**config.mk**
```make
export PLATFORM = sky130hd
export DESIGN_NAME = ysyx_24090013_rf_wb_arb
export DESIGN_NICKNAME = d
export VERILOG_FILES = /design/src/rtl/ysyx_24090013_rf_wb_arb.sv
export SDC_FILE = /design/constraint.sdc
export NUM_CORES = 1
export LEC_CHECK = 0
export ABC_AREA = 1
export ABC_CLOCK_PERIOD_IN_PS = 10500
export BUFFER_PORTS_ARGS = -buffer_cell sky130_fd_sc_hd__buf_2
export CAP_MARGIN = 15
export CORE_MARGIN = 2
export CORE_UTILIZATION = 35
export CTS_CLUSTER_SIZE = 20
export DETAILED_ROUTE_END_ITERATION = 7
export GPL_TIMING_DRIVEN = 0
export PLACE_DENSITY = 0.57
export SLEW_MARGIN = 20
export SYNTH_ARGS = -nofsm -noshare
export SYNTH_HDL_FRONTEND = slang
export SYNTH_SLANG_ARGS = --single-unit
```
**constraint.sdc**
```tcl
create_clock -name clk -period 10.5 [get_ports clk]
set_clock_uncertainty 0.1 [all_clocks]
set_input_delay 2.1 -clock clk [delete_from_list [all_inputs] [get_ports clk]]
set_output_delay 2.1 -clock clk [all_outputs]
set_load 0.05 [all_outputs]
```
**src/rtl/ysyx_24090013_rf_wb_arb.sv**
```systemverilog
// Register-file writeback arbiter: round-robin grant between EXU and LSU,
// one-cycle registered write port, and a busy-register scoreboard for RAW stalls.
module ysyx_24090013_rf_wb_arb (
    input  logic        clk,
    input  logic        rst,
    input  logic        exu_valid,
    input  logic [4:0]  exu_waddr,
    input  logic [31:0] exu_wdata,
    output logic        exu_ready,
    input  logic        lsu_valid,
    input  logic [4:0]  lsu_waddr,
    input  logic [31:0] lsu_wdata,
    output logic        lsu_ready,
    output logic        rf_wen,
    output logic [4:0]  rf_waddr,
    output logic [31:0] rf_wdata,
    input  logic        issue_valid,
    input  logic [4:0]  issue_rd,
    input  logic [4:0]  rs1_addr,
    input  logic [4:0]  rs2_addr,
    output logic        hazard,
    output logic [31:0] busy_mask
);

    // Handshake: a channel transfers when valid && ready at a posedge; the
    // requester holds valid/waddr/wdata until then. prio_q: 0 = EXU, 1 = LSU.
    logic        prio_q, prio_d;
    logic [31:0] busy_q, busy_d;
    logic        wen_q, wen_d;
    logic [4:0]  waddr_q, waddr_d;
    logic [31:0] wdata_q, wdata_d;

    logic        hs_exu, hs_lsu, hs_any;
    logic [4:0]  win_addr;
    logic [31:0] win_data;

    assign exu_ready = !rst && exu_valid && (!lsu_valid || !prio_q);
    assign lsu_ready = !rst && lsu_valid && (!exu_valid ||  prio_q);

    assign hs_exu   = exu_valid && exu_ready;
    assign hs_lsu   = lsu_valid && lsu_ready;
    assign hs_any   = hs_exu || hs_lsu;
    assign win_addr = hs_exu ? exu_waddr : lsu_waddr;
    assign win_data = hs_exu ? exu_wdata : lsu_wdata;

    always_comb begin
        prio_d  = prio_q;
        busy_d  = busy_q;
        wen_d   = 1'b0;
        waddr_d = waddr_q;
        wdata_d = wdata_q;
        if (hs_exu) begin
            prio_d = 1'b1;
        end else if (hs_lsu) begin
            prio_d = 1'b0;
        end
        if (hs_any) begin
            busy_d[win_addr] = 1'b0;
            wen_d            = (win_addr != 5'd0);
            waddr_d          = win_addr;
            wdata_d          = win_data;
        end
        // Set after clear so a same-cycle issue to the written register wins.
        if (issue_valid && (issue_rd != 5'd0)) begin
            busy_d[issue_rd] = 1'b1;
        end
        busy_d[0] = 1'b0;
    end

    always_ff @(posedge clk or posedge rst) begin
        if (rst) begin
            prio_q  <= 1'b0;
            busy_q  <= 32'd0;
            wen_q   <= 1'b0;
            waddr_q <= 5'd0;
            wdata_q <= 32'd0;
        end else begin
            prio_q  <= prio_d;
            busy_q  <= busy_d;
            wen_q   <= wen_d;
            waddr_q <= waddr_d;
            wdata_q <= wdata_d;
        end
    end

    assign rf_wen    = wen_q;
    assign rf_waddr  = waddr_q;
    assign rf_wdata  = wdata_q;
    assign busy_mask = busy_q;
    // No writeback bypass: a register stays hazardous until its clear is registered.
    assign hazard    = busy_q[rs1_addr] | busy_q[rs2_addr];

endmodule

```
==> metrics.yaml, run 1 <==
outcome:
  outcome: "finished clean"
die:
  rows: 39
  die_w_um: 112
  io_pins: 167
  die_area_um2: 12500
  start_util: 0.357
  die_h_um: 112
  core-area_um2: 11400
final_layout:
  postLayoutCoreUtil: 0.472
  seq_area_um2: 1750
  fillers: 1181
  multi_input_area_um2: 2000
  syn_to_final_growth_pct: 32.1
  antenna_cells: 0
  final_nets: 852
  layout-drive-gt1-share: 0.288
worst_hold_path:
  hp-class: "reg2reg"
  worstHoldEndpoint: "rf_waddr[1]"
  hold_path.startpoint: "rf_waddr[1]"
  hold_path_depth: 2
setup_path:
  crit_path_top_delay_cell: "buf_1"
  worst-r2r-cell-count: 7
  r2r_slack_ns: 8.70
  rr_endpoint: "busy_mask[8]"
  path_cells: "buf_2 > buf_1 > nand2_1 > nand3_1 > nand3_1 > nand3_1 > nand3_1 > nand2_1 > nand2_1 > buf_2"
  worst-setup-path-type: "in2out"
  path_common_cell: "nand3_1"
  cp-start-kind: "input pin"
  crit_path_max_incr_delay_ns: 0.41
  path_max_fanout: 10
  r2r-start: "prio_q"
  required_ns: 8.30
  cp-end-kind: "output port"
  crit_arrival_ns: 3.53
power:
  sw_frac_of_total: 0.469
  clkPwrFrac: 0.240
  vdd_drop_max_mv: 0.0987
  p_sw_mw: 0.561
  powerDensity_nw_per_um2: 223
  combPwrFrac: 0.426
  leakage_nw: 2.87
  power.total_mw: 1.20
  power_frac_seq: 0.334
  intPower_mw: 0.635
synth:
  netlist_instances: 585
  ys_seq_area_frac: 0.431
  ys_ff_latch: 70
  synth_nets: 679
  ys_warn_count: 0
  avgSynthCellArea_um2: 6.94
  netlist_area_um2: 4060
  ys_types: 26
drt:
  vias: 4408
  routedWlPerCell_um: 14.6
  viasPerCell: 4.87
  drtAntennaViolNets: 0
  drt-pass1-iter-count: 4
  route.detailed.drc: 0
  initialDrtViolationCount: 272
  wl_mm: 13.2
global_route:
  overflow: 0
  grt_first_pass_wirelength_mm: 21.7
  grt.total_usage: 0.217
  grt_start_max_net_pins: 55
  antenna_found_initial: 0
  grt_pass1_vias: 4339
timing:
  post-route-period-util: 0.546
  timing.final.ws_setup_ns: 4.77
  slew_viol_final: 0
  worst_pin_slew_ns: 0.766
  setup_tns_ns: 0
  setup_viol: 0
  rsz0062_at_grt: "no"
  max_freq_ghz: 0.175
  max_slew_margin: 0.484
  final.min_clock_period_ns: 5.73
  hold_viol: 0
cts:
  tritoncts: "built"
  holdBufCountCts: 0
  clockRootBuffer: "clkbuf_16"
  post_cts_buffers: 0
  cts_made_buffers: 9
  path_clk_slew_ns: 0.05
  clockBufferDepth: 2
  ctsResizeCount: 0
  h-tree-depth: 3
  clkSinkCount: 70
  clk_latency_ns: 0.33
place:
  dpl_worst_slack_ns: 4.74
  numPortBuffers: 161
  dpl.hpwl_mm: 10.5
  routabilityCongestion: 0.945
flow_run:
  cap_violations: 0
==> power by group through the flow <==
stage | sequential (mW) | combinational [mW] | clock [mW]
floorplan | 0.619 | 0.145 | 0
global placement | 0.400 | 0.505 | 0
detailed placement | 0.401 | 0.512 | 0
CTS | 0.399 | 0.512 | 0.294
global route | 0.409 | 0.547 | 0.305
finish | 0.399 | 0.509 | 0.288
==> how the worst max path moves through the flow <==
stage / from / to / depth (start not counted)
floorplan: rst / lsu_ready / 4
global placement: rst / lsu_ready / 6
detailed placement: rst / lsu_ready / 6
CTS: rst / lsu_ready / 6
global route: rs2_addr[0] / hazard / 11
finish: rs1_addr[0] / hazard / 10
==> cells in the mapped netlist, drive strengths merged <==
cell,instances,area (µm²)
o21ai,65,367
inv,50,188
nand2,224,868
clkbuf,7,26.3
a21oi,33,169
nor4,1,6.26
nor3,6,30.0
conb,1,3.75
nor2,48,208
dfrtp,70,1750
o211ai,1,7.51
buf,18,96.3
nand3,61,340
==> routing by layer <==
layer,vias to the layer above,part of all wire,GRT usage
met2,167,0.47,0.356
met4,0,0.020,0.0782
met3,21,0.073,0.0572
li1,2214,-,-
met1,2006,0.44,0.276
met5,-,0,0
==> critical path, delay by kind of cell <==
family	cells	cell delay [ns]
buffers and inverters	3	0.80
and+or+nand+nor	7	0.63
==> through the flow <==
step                      hold WS, ns  cells  cell area, µm²
after floorplan                 0.444    585            4060
after global placement          0.363    889            5050
after detailed placement        0.370    890            5080
after CTS                       0.383    906            5360
after global routing            0.414    906            5360
final                           0.376    906            5360
==> state kept, by name, summed over array words and instances (netlist names) <==
| name | cells |
|---|---|
| busy_mask | 31 |
| prio_q | 1 |
| rf_waddr | 5 |
| rf_wdata | 32 |
| rf_wen | 1 |
==> kinds of logic (layout without fill, tap and decap cells) <==
group                  count (synthesis)  after routing  synth area share
other                                  1              1          0.000923
and+or+nand+nor                      340            340             0.358
DFF                                   70             70             0.431
buffers and inverters                 75            253            0.0764
AOI/OAI and AO/OA                     99             99             0.134
==> final cells by class <==
class	instances	share of cell area
Clock inverter	3	0.00327
Multi-Input combinational cell	440	0.373
Timing Repair Buffer	162	0.155
Buffer	25	0.0229
Inverter	50	0.0355
Tap cell	143	0.0334
Clock buffer	13	0.0504
Sequential cell	70	0.327
==> cells in the final DEF (no fill, tap or decap) <==
cell,instances
o21ai_4,3
inv_4,1
clkinv_2,2
nor2_2,2
o211ai_1,1
nor3_1,6
buf_2,172
nand2_1,217
buf_6,1
nor2_4,3
conb_1,1
o21ai_0,37
inv_1,46
clkbuf_8,3
nor4_1,1
o21ai_1,23
o21ai_2,2
buf_1,4
inv_2,3
a21oi_2,1
dfrtp_1,70
nand3_1,54
nor2_1,43
buf_4,2
nand2_4,2
clkbuf_1,8
buf_16,1
clkbuf_16,9
a21oi_1,32
nand3_2,7
nand2_2,5
clkinvlp_4,1
(Power assumes the default switching activity.)
==> run 2: changes to the inputs <==
--- a/config.mk
+++ b/config.mk
@@ -6,7 +6,7 @@
 export NUM_CORES = 1
 export LEC_CHECK = 0
 export ABC_AREA = 1
-export ABC_CLOCK_PERIOD_IN_PS = 10500
+export ABC_CLOCK_PERIOD_IN_PS = 4900
 export BUFFER_PORTS_ARGS = -buffer_cell sky130_fd_sc_hd__buf_2
 export CAP_MARGIN = 15
 export CORE_MARGIN = 2
@@ -14,7 +14,7 @@
 export CTS_CLUSTER_SIZE = 20
 export DETAILED_ROUTE_END_ITERATION = 7
 export GPL_TIMING_DRIVEN = 0
-export PLACE_DENSITY = 0.57
+export PLACE_DENSITY = 0.6
 export SLEW_MARGIN = 20
 export SYNTH_ARGS = -nofsm -noshare
 export SYNTH_HDL_FRONTEND = slang
==> constraint.sdc (replaced) <==
create_clock -name clk -period 4.9 [get_ports clk]
set_clock_uncertainty 0.1 [all_clocks]
set_input_delay 0.98 -clock clk [delete_from_list [all_inputs] [get_ports clk]]
set_output_delay 0.98 -clock clk [all_outputs]
set_load 0.05 [all_outputs]
==> run 2 against run 1 <==
Compared with the run above: design area unchanged; routed wire length up 1.8%; total power grew 120%; global-route usage about the same; critical endpoint is now lsu_ready; largest cell class unchanged; largest power group unchanged.
==> metrics.yaml, run 2 (synthesis gave the netlist of run 1 again) <==
outcome:
  outcome: "finished clean"
timing:
  max_freq_ghz: 0.262
  max_slew_margin: 0.497  # +0.0122
  final.min_clock_period_ns: 3.82
  setup_viol: 0  # unchanged
  setup_tns_ns: 0  # unchanged
  hold_viol: 0  # unchanged
  slew_viol_final: 0  # unchanged
  hold_slack_ns: 0.375  # -0.000738 ns
  worst_pin_slew_ns: 0.748  # -0.0182 ns
  rsz0062_at_grt: "no"
  post-route-period-util: 0.780
die:
  die_area_um2: 12500  # unchanged
  start_util: 0.357  # unchanged
  die_h_um: 112  # unchanged
  die_w_um: 112  # unchanged
  io_pins: 167  # unchanged
  rows: 39  # unchanged
  core-area_um2: 11400  # unchanged
cts:
  clkSinkCount: 70  # unchanged
  clockRootBuffer: "clkbuf_16"
  clk_latency_ns: 0.33  # about the same
  ctsResizeCount: 0  # unchanged
  path_clk_slew_ns: 0.05  # about the same
  tritoncts: "built"
  holdBufCountCts: 0  # unchanged
  clockBufferDepth: 2  # unchanged
  post_cts_buffers: 0  # unchanged
  h-tree-depth: 3  # unchanged
  cts_made_buffers: 9  # unchanged
setup_path:
  worst-setup-path-type: "in2out"
  crit_arrival_ns: 2.74  # -0.79 ns
  crit_path_max_incr_delay_ns: 0.37  # -0.04 ns
  cp-start-kind: "input pin"
  r2r_slack_ns: 3.12  # -5.58 ns
  required_ns: 3.82  # -4.48 ns
  path_cells: "buf_2 > inv_4 > buf_16 > nand2_1 > a21oi_2 > buf_2 > buf_2"
  cp-end-kind: "output port"
  path_common_cell: "buf_2"
  crit_path_top_delay_cell: "a21oi_2"
  path_max_fanout: 45  # +35
drt:
  viasPerCell: 4.94  # +1.6%
  wl_mm: 13.5  # +1.8%
  route.detailed.drc: 0  # unchanged
  vias: 4478  # +1.6%
  drtAntennaViolNets: 0  # unchanged
  drt-pass1-iter-count: 5  # +1
  routedWlPerCell_um: 14.8  # +1.8%
  initialDrtViolationCount: 322  # +18%
power:
  vdd_drop_max_mv: 0.260  # +160%
  power.total_mw: 2.57  # +120%
  powerDensity_nw_per_um2: 480  # +120%
  leakage_nw: 2.87  # unchanged
global_route:
  grt.total_usage: 0.217  # +0.000401
  overflow: 0  # unchanged
  grt_pass1_vias: 4343  # +0.092%
  grt_start_max_net_pins: 46  # -16%
  grt_first_pass_wirelength_mm: 22.0  # +1.5%
  antenna_found_initial: 0  # unchanged
final_layout:
  mostFrequentLayoutCells: "nand2_1, buf_2, dfrtp_1, nand3_1, inv_1"
  layout-drive-gt1-share: 0.288  # unchanged
  fillers: 1153  # -2.4%
  syn_to_final_growth_pct: 32.1  # unchanged
  largest_reg_flops: 32  # unchanged
  final_nets: 852  # unchanged
  final_common_cell: "nand2_1"
  antenna_cells: 0  # unchanged
flow_run:
  cap_violations: 0  # unchanged
place:
  dpl.hpwl_mm: 10.6  # +0.70%
  numPortBuffers: 161  # unchanged
  routabilityCongestion: 0.998  # +5.6%
worst_hold_path:
  hp-class: "reg2reg"
[run 2: cell counts in the layout (fill, tap and decap cells not counted)]
No cell type changed its count.
[run 2: routing by layer]
metal | GRT usage | vias up | wire length [µm]
met4 | 0.0815 | 0 | 274
met5 | 0 | - | 0
met3 | 0.0479 | 19 | 1120
li1 | - | 2212 | -
met2 | 0.359 | 192 | 6270
met1 | 0.279 | 2055 | 5790
[run 2: where the power goes]
| part | leakage [nW] | switching [mW] | internal (mW) | total (mW) |
|---|---|---|---|---|
| Combinational | 1.90 | 0.838 | 0.257 | 1.09 |
| Clock | 0.142 | 0.240 | 0.382 | 0.622 |
| Sequential | 0.830 | 0.135 | 0.721 | 0.857 |
| Total | 2.87 | 1.21 | 1.36 | 2.57 |
[run 2: worst max-delay path, delay by kind of cell]
| kind | cells | cell delay, ns |
|---|---|---|
| AO/OA/AOI/OAI | 1 | 0.37 |
| buffers and inverters | 5 | 1.27 |
| AND/OR/NAND/NOR | 1 | 0.10 |
[run 2: path summary, 6_finish.rpt]
| path | from | cells after the start | end |
|---|---|---|---|
| hold / removal | rf_waddr[1] | 2 | rf_waddr[1] |
| min in group asynchronous | rst | 2 | rf_wdata[11] |
| setup reg to reg | prio_q | 7 | busy_mask[12] |
| setup / recovery | rst | 7 | lsu_ready |
| max in group asynchronous | rst | 3 | busy_mask[21] |
| hold reg to reg | rf_waddr[1] | 2 | rf_waddr[1] |
[run 2: layout make-up]
| type | count | area, µm² | area share |
|---|---|---|---|
| Multi-Input combinational cell | 440 | 2000 | 0.373 |
| Tap cell | 143 | 179 | 0.0334 |
| Buffer | 25 | 123 | 0.0229 |
| Clock buffer | 13 | 270 | 0.0504 |
| Clock inverter | 3 | 17.5 | 0.00327 |
| Inverter | 50 | 190 | 0.0355 |
| Timing Repair Buffer | 162 | 833 | 0.155 |
| Sequential cell | 70 | 1750 | 0.327 |
[run 2: through the flow]
| stage | setup WS, ns | std cells | util | area (µm²) |
|---|---|---|---|---|
| detailed placement | 0.997 | 890 | 0.446 | 5080 |
| CTS | 0.989 | 906 | 0.472 | 5360 |
| finish | 1.08 | 906 | 0.472 | 5360 |
| global route | 0.888 | 906 | 0.472 | 5360 |
| global placement | -0.583 | 889 | 0.444 | 5050 |
| floorplan | 0.475 | 585 | - | 4060 |
